$ cat config.mk
export PLATFORM = sky130hd
export DESIGN_NAME = ctrl_sequencer
export DESIGN_NICKNAME = d
export VERILOG_FILES = /design/src/rtl/cpu_ctrl_pkg.sv /design/src/rtl/op_decode.sv /design/src/rtl/ctrl_sequencer.sv
export SDC_FILE = /design/constraint.sdc
export NUM_CORES = 1
export LEC_CHECK = 0
export BUFFER_PORTS_ARGS = -buffer_cell sky130_fd_sc_hd__buf_4
export CAP_MARGIN = 0
export CORE_MARGIN = 2
export CORE_UTILIZATION = 35
export CTS_BUF_LIST = sky130_fd_sc_hd__clkbuf_8
export CTS_CLUSTER_SIZE = 40
export DETAILED_ROUTE_END_ITERATION = 12
export HOLD_SLACK_MARGIN = 0.08
export PLACE_DENSITY_LB_ADDON = 0.3
export RECOVER_POWER = 100
export SYNTH_ARGS = -nofsm -noshare
export SYNTH_HDL_FRONTEND = slang
export SYNTH_HIERARCHICAL = 1
export SYNTH_SLANG_ARGS = --single-unit
$ cat constraint.sdc
create_clock -name Clock -period 5.1 [get_ports Clock]
set_input_delay 1.02 -clock Clock [delete_from_list [all_inputs] [get_ports Clock]]
set_output_delay 1.02 -clock Clock [all_outputs]
set_load 0.01 [all_outputs]
$ cat src/rtl/cpu_ctrl_pkg.sv
// Shared definitions for the CPU control sequencer: opcodes, ALU function codes,
// T-state encoding, opcode classes and the strobe bundle.
package cpu_ctrl_pkg;

  localparam logic [4:0] OPC_ADD  = 5'b00011;
  localparam logic [4:0] OPC_SUB  = 5'b00100;
  localparam logic [4:0] OPC_AND  = 5'b00101;
  localparam logic [4:0] OPC_OR   = 5'b00110;
  localparam logic [4:0] OPC_SHR  = 5'b00111;
  localparam logic [4:0] OPC_SHL  = 5'b01000;
  localparam logic [4:0] OPC_ROR  = 5'b01001;
  localparam logic [4:0] OPC_ROL  = 5'b01010;
  localparam logic [4:0] OPC_MUL  = 5'b01111;
  localparam logic [4:0] OPC_DIV  = 5'b10000;
  localparam logic [4:0] OPC_NEG  = 5'b10001;
  localparam logic [4:0] OPC_NOT  = 5'b10010;
  localparam logic [4:0] OPC_NOP  = 5'b11010;
  localparam logic [4:0] OPC_HALT = 5'b11011;

  // ALU function select codes understood by data_path
  localparam logic [4:0] ALU_AND = 5'b00001;
  localparam logic [4:0] ALU_OR  = 5'b00010;
  localparam logic [4:0] ALU_ADD = 5'b00011;
  localparam logic [4:0] ALU_SUB = 5'b00100;
  localparam logic [4:0] ALU_SHR = 5'b00101;
  localparam logic [4:0] ALU_SHL = 5'b00110;
  localparam logic [4:0] ALU_ROR = 5'b00111;
  localparam logic [4:0] ALU_ROL = 5'b01000;
  localparam logic [4:0] ALU_MUL = 5'b01001;
  localparam logic [4:0] ALU_DIV = 5'b01010;
  localparam logic [4:0] ALU_NEG = 5'b01011;
  localparam logic [4:0] ALU_NOT = 5'b01100;

  typedef enum logic [2:0] {
    ST_T0, ST_T1, ST_T2, ST_T3, ST_T4, ST_T5, ST_T6, ST_HALT
  } state_e;

  typedef enum logic [2:0] {
    CLS_NOP, CLS_ALU, CLS_MULDIV, CLS_UNARY, CLS_HALT
  } op_class_e;

  typedef struct packed {
    logic pc_out;
    logic zlow_out;
    logic zhigh_out;
    logic mdr_out;
    logic mar_in;
    logic pc_in;
    logic mdr_in;
    logic ir_in;
    logic y_in;
    logic z_in;
    logic hi_in;
    logic lo_in;
    logic inc_pc;
    logic read;
    logic gra;
    logic grb;
    logic grc;
    logic r_in;
    logic r_out;
    logic halted;
    logic illegal;
  } strobes_t;

  function automatic logic [4:0] alu(input logic [4:0] opcode);
    case (opcode)
      OPC_ADD: return ALU_ADD;
      OPC_SUB: return ALU_SUB;
      OPC_AND: return ALU_AND;
      OPC_OR:  return ALU_OR;
      OPC_SHR: return ALU_SHR;
      OPC_SHL: return ALU_SHL;
      OPC_ROR: return ALU_ROR;
      OPC_ROL: return ALU_ROL;
      OPC_MUL: return ALU_MUL;
      OPC_DIV: return ALU_DIV;
      OPC_NEG: return ALU_NEG;
      OPC_NOT: return ALU_NOT;
      default: return 5'b00000;
    endcase
  endfunction

endpackage

$ cat src/rtl/op_decode.sv
// Combinational opcode decode: instruction class, ALU function and illegal flag.
module op_decode
  import cpu_ctrl_pkg::*;
(
  input  logic [4:0] opcode,
  output op_class_e  op_class,
  output logic [4:0] alu_op,
  output logic       illegal
);

  always_comb begin
    op_class = CLS_NOP;
    illegal  = 1'b0;
    alu_op   = alu(opcode);
    case (opcode)
      OPC_ADD, OPC_SUB, OPC_AND, OPC_OR,
      OPC_SHR, OPC_SHL, OPC_ROR, OPC_ROL: op_class = CLS_ALU;
      OPC_MUL, OPC_DIV:                   op_class = CLS_MULDIV;
      OPC_NEG, OPC_NOT:                   op_class = CLS_UNARY;
      OPC_NOP:                            op_class = CLS_NOP;
      OPC_HALT:                           op_class = CLS_HALT;
      default:                            illegal  = 1'b1;
    endcase
  end

endmodule

$ cat src/rtl/ctrl_sequencer.sv
// T-state control sequencer driving data_path register-transfer strobes:
// fetch through MAR/MDR into IR, then per-class execute steps.
module ctrl_sequencer
  import cpu_ctrl_pkg::*;
#(
  parameter int OPW = 5,
  parameter int RW  = 32
) (
  input  logic           Clock,
  input  logic           clear,
  input  logic           run,
  input  logic           mem_ready,
  input  logic [RW-1:0]  IR,
  output logic           PCout,
  output logic           Zlowout,
  output logic           Zhighout,
  output logic           MDRout,
  output logic           MARin,
  output logic           PCin,
  output logic           MDRin,
  output logic           IRin,
  output logic           Yin,
  output logic           Zin,
  output logic           HIin,
  output logic           LOin,
  output logic           IncPC,
  output logic           Read,
  output logic           Gra,
  output logic           Grb,
  output logic           Grc,
  output logic           Rin,
  output logic           Rout,
  output logic [OPW-1:0] op,
  output logic           halted,
  output logic           illegal
);

  state_e    state_q, state_d;
  strobes_t  strb_c, strb;
  logic [4:0] op_c;
  op_class_e dec_class;
  logic [4:0] dec_alu;
  logic      dec_illegal;
  logic      unused_ir;

  assign unused_ir = ^IR;

  op_decode u_op_decode (
    .opcode   (IR[31:27]),
    .op_class (dec_class),
    .alu_op   (dec_alu),
    .illegal  (dec_illegal)
  );

  always_ff @(posedge Clock) begin
    if (clear) state_q <= ST_T0;
    else       state_q <= state_d;
  end

  always_comb begin
    state_d = state_q;
    strb_c  = '0;
    op_c    = '0;
    case (state_q)
      ST_T0: if (run) begin
        strb_c.pc_out = 1'b1; strb_c.mar_in = 1'b1;
        strb_c.inc_pc = 1'b1; strb_c.z_in   = 1'b1;
        state_d = ST_T1;
      end
      ST_T1: begin
        strb_c.zlow_out = 1'b1; strb_c.read = 1'b1;
        // PC/MDR load only on the ready cycle so a long wait loads them once
        if (mem_ready) begin
          strb_c.pc_in = 1'b1; strb_c.mdr_in = 1'b1;
          state_d = ST_T2;
        end
      end
      ST_T2: begin
        strb_c.mdr_out = 1'b1; strb_c.ir_in = 1'b1;
        state_d = ST_T3;
      end
      ST_T3: begin
        state_d = ST_T4;
        case (dec_class)
          CLS_ALU:    begin strb_c.grb = 1'b1; strb_c.r_out = 1'b1; strb_c.y_in = 1'b1; end
          CLS_MULDIV: begin strb_c.gra = 1'b1; strb_c.r_out = 1'b1; strb_c.y_in = 1'b1; end
          CLS_UNARY: begin
            strb_c.grb = 1'b1; strb_c.r_out = 1'b1; strb_c.z_in = 1'b1;
            op_c = dec_alu;
          end
          CLS_HALT: state_d = ST_HALT;
          default: begin
            strb_c.illegal = dec_illegal;
            state_d = ST_T0;
          end
        endcase
      end
      ST_T4: begin
        state_d = ST_T5;
        case (dec_class)
          CLS_ALU: begin
            strb_c.grc = 1'b1; strb_c.r_out = 1'b1; strb_c.z_in = 1'b1;
            op_c = dec_alu;
          end
          CLS_MULDIV: begin
            strb_c.grb = 1'b1; strb_c.r_out = 1'b1; strb_c.z_in = 1'b1;
            op_c = dec_alu;
          end
          CLS_UNARY: begin
            strb_c.zlow_out = 1'b1; strb_c.gra = 1'b1; strb_c.r_in = 1'b1;
            state_d = ST_T0;
          end
          default: state_d = ST_T0;
        endcase
      end
      ST_T5: begin
        state_d = ST_T0;
        case (dec_class)
          CLS_ALU: begin
            strb_c.zlow_out = 1'b1; strb_c.gra = 1'b1; strb_c.r_in = 1'b1;
          end
          CLS_MULDIV: begin
            strb_c.zlow_out = 1'b1; strb_c.lo_in = 1'b1;
            state_d = ST_T6;
          end
          default: state_d = ST_T0;
        endcase
      end
      ST_T6: begin
        strb_c.zhigh_out = 1'b1; strb_c.hi_in = 1'b1;
        state_d = ST_T0;
      end
      ST_HALT: strb_c.halted = 1'b1;
      default: state_d = ST_T0;
    endcase
  end

  // clear silences every output immediately, including T0's run-driven strobes
  assign strb = clear ? '0 : strb_c;
  assign op   = clear ? '0 : OPW'(op_c);

  assign PCout    = strb.pc_out;
  assign Zlowout  = strb.zlow_out;
  assign Zhighout = strb.zhigh_out;
  assign MDRout   = strb.mdr_out;
  assign MARin    = strb.mar_in;
  assign PCin     = strb.pc_in;
  assign MDRin    = strb.mdr_in;
  assign IRin     = strb.ir_in;
  assign Yin      = strb.y_in;
  assign Zin      = strb.z_in;
  assign HIin     = strb.hi_in;
  assign LOin     = strb.lo_in;
  assign IncPC    = strb.inc_pc;
  assign Read     = strb.read;
  assign Gra      = strb.gra;
  assign Grb      = strb.grb;
  assign Grc      = strb.grc;
  assign Rin      = strb.r_in;
  assign Rout     = strb.r_out;
  assign halted   = strb.halted;
  assign illegal  = strb.illegal;

endmodule

## After elaboration in Yosys (flattened, before gate mapping)

Memories as Yosys holds them, arrays and structs flattened.
Index checks and enable logic that the tools add are counted.

| operators by class | value |
|---|---|
| equal/unequal tests | 27 |
| mux-type cells | 38 |
| reductions and logical operators | 11 |

Operators by type and width:

| operator | count |
|---|---|
| 5-bit == test, second input constant | 5 |
| 21-bit 2-to-1 mux | 1 |
| 3-bit case mux with 7 select lines | 1 |
| 5-bit by 3-bit == test with 1-bit output, second input constant | 4 |
| 5-bit by 4-bit == test with 1-bit output, second input constant | 4 |
| 1-bit 2-to-1 mux | 18 |
| 3-bit == test, second input constant | 5 |
| 5-bit 2-to-1 mux | 3 |
| 14-bit OR reduction | 1 |
| 3-bit by 2-bit == test with 1-bit output, second input constant | 4 |
| 3-bit 2-to-1 mux | 4 |
| 3-bit case mux with 4 select lines | 1 |
| 5-bit case mux with 2 select lines | 1 |
| 1-bit case mux with 3 select lines | 3 |
| 2-bit OR reduction | 4 |
| 8-bit OR reduction | 1 |
| 7-bit nonzero test | 1 |
| 3-bit by 1-bit == test with 1-bit output, second input constant | 2 |
| 1-bit case mux with 2 select lines | 3 |
| 3-bit case mux with 2 select lines | 1 |
| 5-bit by 2-bit == test with 1-bit output, second input constant | 1 |
| 2-bit 2-to-1 mux | 2 |
| 2-bit inequality test, second input constant | 2 |
| 4-bit OR reduction | 1 |
| 3 further kinds | 3 |

| storage, ports and cells | value |
|---|---|
| register bits | 3 |
| bits in read-only memories | 128 |
| bits of input ports | 36 |
| output and inout bits | 26 |
| word-level logic and storage cells | 78 |
| memories | 1 |

Memories:

| name | depth | bits a word | rd ports | clocked after Yosys merged registers in | write ports | RTL line | text |
|---|---|---|---|---|---|---|---|
| (name not given) | 32 | 4 | 1 | 0 | 0 | cpu_ctrl_pkg.sv:67 | `case (opcode)` |

## Longest topological paths before layout

Gate-level depths: netlist of run 1.

| logic depth | value |
|---|---|
| depth in word-level cells | 8 |
| depth in mapped cells | 11 |
| gate-level depth less buffers | 10 |

## By module

Netlist of run 1, hierarchy kept.

By module, submodules not included:

| module | instances | cells each | area an instance (um2) | sequential area each (um2) |
|---|---|---|---|---|
| ctrl_sequencer | 1 | 85 | 570.5 | 60.1 |
| op_decode | 1 | 48 | 342.8 | 0.0 |

## Worst setup path before layout of run 1

No wires, ideal clock.

| timing path | value |
|---|---|
| path type | input to output |
| start point | input IR[27] |
| end point | output op[0] |
| arrival | 2.958 ns |
| data required time | 4.080 ns |
| slack | 1.122 ns |
| stages | 10 |
| buffers on the path | 1 |
| cells stage by stage | ha_1 and2b_1 a211oi_1 o32a_1 nand2_1 buf_6 xnor2_1 or3_1 a211oi_2 and2_1 |

| between the ends | value |
|---|---|
| word-level cells in the longest chain between the ends | 8 |
| elaborated cells on any way between the ends | 26 |
| classes of those cells | 16 x eq/ne; 5 x mux; 4 x reduce/logical; 1 x memory |

RTL lines:

| what | RTL line | text |
|---|---|---|
| start: declaration | ctrl_sequencer.sv:13 | `input logic [RW-1:0] IR,` |
| 5-bit by 2-bit == test with 1-bit output, or another cell as far along | op_decode.sv:15 | `case (opcode)` |
| 8-bit OR reduction or 2-bit OR reduction (tied branches) | -- |  |
| 3-bit case mux with 4 select lines (*) | op_decode.sv:15 |  |
| named net dec_class[0] | ctrl_sequencer.sv:41 | `op_class_e dec_class;` |
| 3-bit by 2-bit == test with 1-bit output or 3-bit by 1-bit == test with 1-bit output (tied branches) | ctrl_sequencer.sv:100 | `case (dec_class)` |
| 2-bit OR reduction (no line) | -- |  |
| 5-bit 2-to-1 mux | ctrl_sequencer.sv:100 |  |
| 5-bit case mux with 2 select lines (*) | ctrl_sequencer.sv:64 | `case (state_q)` |
| 5-bit 2-to-1 mux (*) | ctrl_sequencer.sv:140 | `assign op = clear ? '0 : OPW'(op_c);` |
| end: declaration | ctrl_sequencer.sv:33 | `output logic [OPW-1:0] op,` |

Mark *: on every way through the listed nets, which the timed path passes. The rest lies on a longest branch.

## Final worst setup path of run 1

| timing path | value |
|---|---|
| start point | input IR[27] |
| end point | output op[2] |

Same word-level chain as after synthesis.

==> flow_metrics.env, run 1 <==
export IMPL_intPower_w=0.0000999
export IMPL_num_antenna_cells=0
export IMPL_fill_cells=283
export IMPL_rsz0062_at_grt="no"
export IMPL_syn_inst=133
export IMPL_fin_setup_tns_ns=0
export IMPL_wl_per_cell_microns=12.6
export IMPL_io_buffers=33
export IMPL_grt_max_degree=21
export IMPL_grt_pass1_vias=828
export IMPL_drc_errors=0
export IMPL_avgSynthCellArea_sq_um=6.87
export IMPL_critical_path_max_fanout=10
export IMPL_antenna_found_initial=0
export IMPL_ios=62
export IMPL_die_h_microns=55.1
export IMPL_synth_top_area_share=0.0685
export IMPL_async_reset_ff_frac=0
export IMPL_yosysSeqAreaShare=0.0658
export IMPL_drive_above_1_share=0.136
export IMPL_std_cell_rows=18
export IMPL_finalHoldWorstSlack_ns=0.840
export IMPL_grt_pass1_wl_mm=3.60
export IMPL_max_slew_margin=0.600
export IMPL_synthDistinctLibCells=52
export IMPL_synth_warnings=6
export IMPL_start_util=0.369
export IMPL_gp_congestion=0.888
export IMPL_path_class="in -> out"
export IMPL_htree_levels=1
export IMPL_cts_setup_buffers=0
export IMPL_cts_sinks=3
export IMPL_swShare=0.348
export IMPL_drtIter0Drc=22
export IMPL_die_area_sq_um=3030
export IMPL_outcome="complete, no violations"
export IMPL_power_leakage_nw=0.427
export IMPL_core_sq_um=2480
export IMPL_pwr_share_clk=0.431
export IMPL_finalNonFillerCells=184
export IMPL_hp_class="reg -> reg"
export IMPL_syn_area_sq_um=913
export IMPL_fin_nets=196
export IMPL_finalSetupViolCount=0
export IMPL_clk_pin_slew_worst_paths_ns=0.03
export IMPL_reg_top3="state_q: 3 flops"
export IMPL_p_seq_frac=0.188
export IMPL_clockBufferDepth=2
export IMPL_synth_largest_area_cell="ha_1"
export IMPL_cap_violations=0
export IMPL_multi_input_area_sq_um=709
export IMPL_dp_cells=180
export IMPL_seq_area_sq_um=60.1
export IMPL_wirelength_mm=2.32
export IMPL_synth_edff_count=0
export IMPL_end_kind="output pin"
export IMPL_cts_buffers=3
export IMPL_die_x_microns=55.1
export IMPL_ant_nets=0
export IMPL_cp_arrival_ns=3.59
export IMPL_ys_ff_latch=3
export IMPL_power_share_combinational=0.381
export IMPL_cts_tree="done"
export IMPL_postCtsHoldBufs=0
export IMPL_critPathLaunchType="input port"
export IMPL_drv_slew=0
export IMPL_largest_reg_flops=3
export IMPL_dr_pass1_iters=4
export IMPL_clock_latency_ns=0.21
export IMPL_irDropWorstVdd_uv=131
export IMPL_switchingPower_w=0.0000533
export IMPL_ctsResizeCount=0
export IMPL_area_delta_synth_final_pct=15.9
export IMPL_synth_net_count=174
export IMPL_root_buffer="clkbuf_8"
export IMPL_grtUsageTotal=0.157
export IMPL_crit_required_ns=4.08
export IMPL_max_freq_mhz=217
export IMPL_finalCritPeriodShare=0.905
export IMPL_hpwlAfterDp_mm=1.75
export IMPL_worst_pin_slew_ns=0.599
export IMPL_regMostFlops="state_q"
export IMPL_period_needed_ns=4.61
export IMPL_hold_violations=0
export IMPL_finClkSkew_ns=0.000850
export IMPL_vias=977
export IMPL_vias_per_cell=5.31
export IMPL_synth_area_top_cells="ha_1, dfxtp_1, buf_4, and2_1, a21oi_1"
export IMPL_powerDensity_nw_per_um2=145
export IMPL_ys_flop_type="dfxtp_1"
export IMPL_gr_total_overflow=0
## kinds of logic after synthesis
group | Yosys count | synth area share
buf+inv | 24 | 0.147
other cells | 1 | 0.00411
xor+xnor | 4 | 0.0384
mux | 1 | 0.0110
fa+ha+maj | 5 | 0.0685
simple gates | 59 | 0.369
compound gates | 36 | 0.297
flops | 3 | 0.0658
## layer usage
layer  vias to the layer above  global-route usage  routed length [microns]
li1                        514                   -                        -
met1                       442               0.249                     1220
met2                        19               0.216                     1030
met3                         2             0.00806                       56
met4                         0              0.0569                       14
met5                         -                   0                        0
## critical path, stage by stage
cell and delay, ns:
clkbuf_1 0.20, ha_1 0.32, and2b_1 0.17, a211oi_1 0.05
o32a_1 0.35, nand2_1 0.25, xnor2_1 0.16, or3_1 0.40
a211oi_2 0.37, and2_1 0.19, buf_4 0.12
## Yosys cell counts (all sizes together) (3+ instances only)
library cell and count:
nor3 7, ha 5, xnor2 4, nor2 10, o22ai 4, nor3b 3
nand2b 3, inv 7, o32ai 3, buf 11, a21oi 9, nor2b 4
nand2 9, clkbuf 6, and2 7, dfxtp 3, a211oi 4
## final timing paths
path                    from         end  slack [ns]  cells after the start
setup reg to reg  state_q[2]  state_q[0]        3.59                      4
hold / removal    state_q[1]  state_q[0]        0.84                      2
hold reg to reg   state_q[1]  state_q[0]        0.84                      2
setup / recovery      IR[27]       op[2]        0.49                     11
## per-stage QoR
stage / cell area (sq um) / util / setup WS [ns] / total power [W]
after CTS: 1140 / 0.462 / 0.545 / 0.000159
after global placement: 1100 / 0.443 / 0.618 / 0.0000898
after global routing: 1060 / 0.427 / 0.247 / 0.000166
after detailed placement: 1100 / 0.443 / 0.551 / 0.0000909
after floorplan: 913 / - / 1.12 / 0.0000774
final: 1060 / 0.427 / 0.487 / 0.000153
## layout make-up
cell class,instances,area share
repair buffers,34,0.170
multi-input cells,106,0.670
clock inverters,1,0.00355
well taps,30,0.0355
clock buffers,3,0.0390
flip-flops and latches,3,0.0567
inverters,7,0.0248
## cells in the final DEF (no fill, tap or decap), types with 2 or more instances in the layout
cell type,netlist,routed
inv_1,7,8
nand2_1,9,9
nor2_1,10,10
a21oi_1,8,8
nor4_1,2,2
nor3b_1,2,2
o41ai_1,2,2
xnor2_1,4,4
ha_1,5,5
o32ai_1,2,3
o22ai_1,4,4
clkbuf_1,5,20
buf_4,8,14
nand3_1,2,2
dfxtp_1,3,3
nor3_1,7,7
o211ai_1,2,2
nand2b_1,3,3
and3_1,2,2
o21ai_0,2,2
clkbuf_8,0,3
and2_0,0,5
and2_1,7,2
or3_1,2,2
a211oi_1,3,3
nor2b_1,3,3
## power by group through the flow
stage,combinational [W],sequential (W),clock [W]
2_1_floorplan,0.0000522,0.0000252,0
3_3_place_gp,0.0000608,0.0000290,0
3_5_place_dp,0.0000618,0.0000291,0
4_1_cts,0.0000619,0.0000288,0.0000687
5_1_grt,0.0000650,0.0000296,0.0000712
6_report,0.0000584,0.0000288,0.0000660
No activity file was read; power rests on OpenSTA's default activity.
==> inputs of run 2 (changes only) <==
--- a/config.mk
+++ b/config.mk
@@ -8,7 +8,7 @@
 export BUFFER_PORTS_ARGS = -buffer_cell sky130_fd_sc_hd__buf_4
 export CAP_MARGIN = 0
 export CORE_MARGIN = 2
-export CORE_UTILIZATION = 35
+export CORE_UTILIZATION = 46
 export CTS_BUF_LIST = sky130_fd_sc_hd__clkbuf_8
 export CTS_CLUSTER_SIZE = 40
 export DETAILED_ROUTE_END_ITERATION = 12
==> run 2 against run 1 <==
Against the previous run: sequential share of layout area about the same; critical path depth unchanged; sequential cell count unchanged; final cell count decreased by 1.6%; utilization increased by 12 points; critical endpoint is now op[3]; largest power group unchanged; highest routed layer is now met3.
==> flow_metrics.env, run 2 (same netlist as run 1, synthesis figures left out) <==
export IMPL_met3_usage=0.0340
export IMPL_final_area_sq_um=1050
export IMPL_gr_total_overflow=0
export IMPL_drv_slew=0
export IMPL_power_leakage_nw=0.427
export IMPL_num_antenna_cells=0
export IMPL_ant_nets=0
export IMPL_wl_per_cell_microns=12.5
export IMPL_hold_violations=0
export IMPL_critPathLaunchType="input port"
export IMPL_path_class="in -> out"
export IMPL_clockBufferDepth=2
export IMPL_cts_sinks=3
export IMPL_dr_pass1_iters=4
export IMPL_vias=1019
export IMPL_holdPathStages=3
export IMPL_finalCritPeriodShare=0.898
export IMPL_ctsResizeCount=0
export IMPL_critical_path_max_fanout=10
export IMPL_std_cell_rows=16
export IMPL_final_common_cell="clkbuf_1"
export IMPL_ios=62
export IMPL_ff2ff_setup_slack_ns=3.65
export IMPL_totalPowerFinal_w=0.000153
export IMPL_antenna_found_initial=0
export IMPL_area_delta_synth_final_pct=15.5
export IMPL_gr_usage_met2=0.282
export IMPL_place_area_sq_um=1090
export IMPL_fin_nets=196
export IMPL_r2r_start="state_q[0]"
export IMPL_hpwlAfterDp_mm=1.68
export IMPL_cts_setup_buffers=0
export IMPL_clock_latency_ns=0.21
export IMPL_cts_buffers=3
export IMPL_r2r_end="state_q[2]"
export IMPL_period_needed_ns=4.58
export IMPL_wirelength_mm=2.26
export IMPL_io_buffers=33
export IMPL_hold_start="state_q[1]"
export IMPL_cts_tree="done"
export IMPL_htree_levels=1
export IMPL_grt_busiest_layer="met1"
export IMPL_gp_congestion=0.896
export IMPL_root_buffer="clkbuf_8"
export IMPL_multi_input_area_sq_um=709
export IMPL_core_sq_um=1920
export IMPL_die_x_microns=48.6
export IMPL_max_slew_margin=0.589
export IMPL_seq_area_sq_um=60.1
export IMPL_max_freq_mhz=218
export IMPL_powerDensity_nw_per_um2=145
export IMPL_worst_pin_slew_ns=0.616
export IMPL_worstHoldEndpoint="state_q[1]"
export IMPL_finalSetupViolCount=0
export IMPL_fin_setup_tns_ns=0
export IMPL_grt_pass1_wl_mm=3.77
export IMPL_largest_reg_flops=3
export IMPL_clk_pin_slew_worst_paths_ns=0.03
export IMPL_grtUsageTotal=0.196
export IMPL_postCtsHoldBufs=0
export IMPL_hp_class="reg -> reg"
export IMPL_grt_pass1_vias=844
export IMPL_drive_above_1_share=0.136
export IMPL_reg_top3="state_q: 3 flops"
export IMPL_final_cell_mix="clkbuf_1, buf_4, nor2_1, nand2_1"
export IMPL_start_util=0.475
export IMPL_irDropWorstVdd_uv=136
export IMPL_rsz0062_at_grt="no"
export IMPL_grt_max_degree=21
export IMPL_vias_per_cell=5.63
export IMPL_finClkSkew_ns=0.00167
export IMPL_met1_usage=0.287
export IMPL_die_h_microns=48.6
export IMPL_regMostFlops="state_q"
export IMPL_drc_errors=0
export IMPL_crit_required_ns=4.08
export IMPL_fill_cells=216
export IMPL_end_kind="output pin"
export IMPL_cp_arrival_ns=3.56
export IMPL_outcome="complete, no violations"
export IMPL_cap_violations=0
export IMPL_die_area_sq_um=2360
export IMPL_r2r_cells=4
export IMPL_drtIter0Drc=35
## run 2: final cells by class
| cell class | count | area share |
|---|---|---|
| flip-flops and latches | 3 | 0.0569 |
| inverters | 7 | 0.0249 |
| repair buffers | 34 | 0.171 |
| clock inverters | 1 | 0.00356 |
| clock buffers | 3 | 0.0391 |
| multi-input cells | 106 | 0.673 |
| well taps | 27 | 0.0320 |
## run 2: worst max-delay path by stage
stage           start  endpoint  slack (ns)  cells past startpoint
2_1_floorplan  IR[27]     op[0]        1.12                     10
3_3_place_gp   IR[27]     op[2]        0.65                     11
3_5_place_dp   IR[27]     op[3]        0.56                     11
4_1_cts        IR[27]     op[3]        0.55                     11
5_1_grt        IR[27]     op[2]        0.23                     11
6_report       IR[27]     op[3]        0.52                     11
## run 2: where the power goes
group	total (W)	internal (W)	leakage, nW	switching, W
clock network	0.0000652	0.0000511	0.0269	0.0000141
logic	0.0000587	0.0000242	0.376	0.0000345
registers	0.0000289	0.0000246	0.0245	0.00000427
total	0.000153	0.0000999	0.427	0.0000530
## run 2: metrics by stage
stage | util | hold slack (ns) | std cells | worst slack, ns
floorplan | - | 0.683 | 133 | 1.12
global placement | 0.570 | 0.815 | 177 | 0.650
detailed placement | 0.570 | 0.822 | 177 | 0.561
CTS | 0.593 | 0.827 | 181 | 0.549
global route | 0.549 | 0.883 | 181 | 0.230
finish | 0.549 | 0.834 | 181 | 0.521
## run 2: worst max-delay path: stages
cell	delay, ns
clkbuf_1	0.19
ha_1	0.30
and2b_1	0.16
a211oi_1	0.05
o32a_1	0.36
nand2_1	0.25
xnor2_1	0.17
or3_1	0.40
a211oi_2	0.35
and2_1	0.19
buf_4	0.12
## run 2: routing by layer
metal  part of all wire  wire length [microns]
met1               0.49                   1110
met2               0.47                   1070
met3              0.038                     86
met4                  0                      0
met5                  0                      0
==> inputs of run 3 (changes only) <==
--- a/config.mk
+++ b/config.mk
@@ -7,8 +7,7 @@
 export LEC_CHECK = 0
 export BUFFER_PORTS_ARGS = -buffer_cell sky130_fd_sc_hd__buf_4
 export CAP_MARGIN = 0
-export CORE_MARGIN = 2
-export CORE_UTILIZATION = 46
+export CORE_UTILIZATION = 39
 export CTS_BUF_LIST = sky130_fd_sc_hd__clkbuf_8
 export CTS_CLUSTER_SIZE = 40
 export DETAILED_ROUTE_END_ITERATION = 12
==> constraint.sdc (replaced) <==
create_clock -name Clock -period 3.95 [get_ports Clock]
set_input_delay 0.79 -clock Clock [delete_from_list [all_inputs] [get_ports Clock]]
set_output_delay 0.79 -clock Clock [all_outputs]
set_load 0.01 [all_outputs]
==> run 3 against run 2 <==
Against the previous run: sequential cell count is the same; combinational power rose by 45%; wire length increased by 5.3%; total power is 35% higher; design area increased by 7.1%; critical path type unchanged; sequential share of layout area down 0.38 points; worst setup slack worse by 0.37 ns.
==> flow_metrics.env, run 3 (same netlist as run 1, synthesis figures left out) <==
export IMPL_hp_class="reg -> reg"
export IMPL_multi_input_area_sq_um=749
export IMPL_fin_nets=199
export IMPL_grtUsageTotal=0.198
export IMPL_reg_top3="state_q: 3 flops"
export IMPL_wirelength_mm=2.38
export IMPL_dr_pass1_iters=4
export IMPL_outcome="complete, no violations"
export IMPL_grt_pass1_wl_mm=4.00
export IMPL_clockBufferDepth=2
export IMPL_drv_slew=0
export IMPL_worst_pin_slew_ns=0.622
export IMPL_grt_max_degree=21
export IMPL_wl_per_cell_microns=12.9
export IMPL_regMostFlops="state_q"
export IMPL_std_cell_rows=17
export IMPL_drive_above_1_share=0.217
export IMPL_postCtsHoldBufs=0
export IMPL_end_kind="output pin"
export IMPL_area_delta_synth_final_pct=23.7
export IMPL_dp_cells=180
export IMPL_cp_arrival_ns=3.01
export IMPL_root_buffer="clkbuf_8"
export IMPL_hold_violations=0
export IMPL_period_needed_ns=3.80
export IMPL_ant_nets=0
export IMPL_final_cell_mix="buf_4, clkbuf_1, nor2_1"
export IMPL_ios=62
export IMPL_max_slew_margin=0.585
export IMPL_cts_buffers=3
export IMPL_max_freq_mhz=263
export IMPL_critical_path_max_fanout=5
export IMPL_hpwlAfterDp_mm=1.72
export IMPL_io_buffers=33
export IMPL_finClkSkew_ns=0.000734
export IMPL_die_x_microns=50.4
export IMPL_drtIter0Drc=23
export IMPL_die_area_sq_um=2540
export IMPL_finalSetupViolCount=0
export IMPL_num_antenna_cells=0
export IMPL_finalCritPeriodShare=0.962
export IMPL_clk_pin_slew_worst_paths_ns=0.03
export IMPL_critPathLaunchType="input port"
export IMPL_vias_per_cell=5.65
export IMPL_antenna_found_initial=0
export IMPL_vias=1046
export IMPL_cts_tree="done"
export IMPL_final_common_cell="buf_4"
export IMPL_fill_cells=242
export IMPL_layout_setup_ws_ns=0.151
export IMPL_dp_slack_ns=0.0677
export IMPL_core_sq_um=2210
export IMPL_cts_sinks=3
export IMPL_clock_latency_ns=0.21
export IMPL_gp_congestion=0.854
export IMPL_irDropWorstVdd_uv=172
export IMPL_drc_errors=0
export IMPL_die_h_microns=50.4
export IMPL_power_leakage_nw=0.465
export IMPL_htree_levels=1
export IMPL_crit_required_ns=3.16
export IMPL_grt_pass1_vias=899
export IMPL_start_util=0.413
export IMPL_largest_reg_flops=3
export IMPL_powerDensity_nw_per_um2=182
export IMPL_path_class="in -> out"
export IMPL_finalNonFillerCells=185
export IMPL_gr_total_overflow=0
export IMPL_seq_area_sq_um=60.1
export IMPL_cap_violations=0
==> run 3: final timing paths <==
kind / startpoint / end / slack [ns] / cells past startpoint
worst max register to register: state_q[2] / state_q[0] / 2.42 / 4
worst max-delay path: IR[27] / op[1] / 0.15 / 11
worst min-delay path: state_q[1] / state_q[1] / 0.84 / 3
worst min register to register: state_q[1] / state_q[1] / 0.84 / 3
==> run 3: cell type report <==
class / count / area share
Clock inverter: 1 / 0.00332
Tap cell: 28 / 0.0310
Inverter: 7 / 0.0233
Multi-Input combinational cell: 106 / 0.663
Sequential cell: 3 / 0.0532
Clock buffer: 3 / 0.0365
Timing Repair Buffer: 37 / 0.189
==> run 3: metrics by stage <==
| stage | setup TNS, ns | utilization | hold slack (ns) | instance area [sq um] | power (W) |
|---|---|---|---|---|---|
| floorplan | 0 | - | 0.683 | 913 | 0.000100 |
| global placement | 0 | 0.502 | 0.812 | 1110 | 0.000118 |
| detailed placement | 0 | 0.502 | 0.831 | 1110 | 0.000120 |
| CTS | 0 | 0.523 | 0.834 | 1160 | 0.000206 |
| global route | -0.118 | 0.511 | 0.906 | 1130 | 0.000222 |
| finish | 0 | 0.511 | 0.843 | 1130 | 0.000206 |
==> run 3: worst max-delay path, cell delays in order <==
cell,delay [ns]
buf_4,0.13
ha_1,0.22
and2b_1,0.19
a211oi_2,0.22
o32a_1,0.21
nand2_2,0.08
xnor2_2,0.17
or3_4,0.37
a211oi_4,0.32
and2_1,0.18
buf_4,0.12
==> run 3: power by group <==
| group | total (W) | leakage (nW) | internal, W | switching (W) |
|---|---|---|---|---|
| clock network | 0.0000835 | 0.0269 | 0.0000659 | 0.0000176 |
| logic | 0.0000852 | 0.413 | 0.0000377 | 0.0000476 |
| registers | 0.0000374 | 0.0245 | 0.0000318 | 0.00000562 |
==> run 3: repair_timing <==
| action | 4_1_cts | 5_1_grt |
|---|---|---|
| buffers inserted | 0 | 1 |
| gates resized for setup | 0 | 7 |
| endpoints found under the hold margin | 0 | 0 |
| endpoints found under the setup margin | 0 | 5 |
==> run 3: metal layers <==
| layer | vias up | part of all wire | track usage |
|---|---|---|---|
| met5 | - | 0 | 0 |
| met4 | 0 | 0 | 0.0417 |
| met3 | 0 | 0.034 | 0.0273 |
| met2 | 28 | 0.48 | 0.300 |
| met1 | 490 | 0.49 | 0.292 |
| li1 | 528 | - | - |
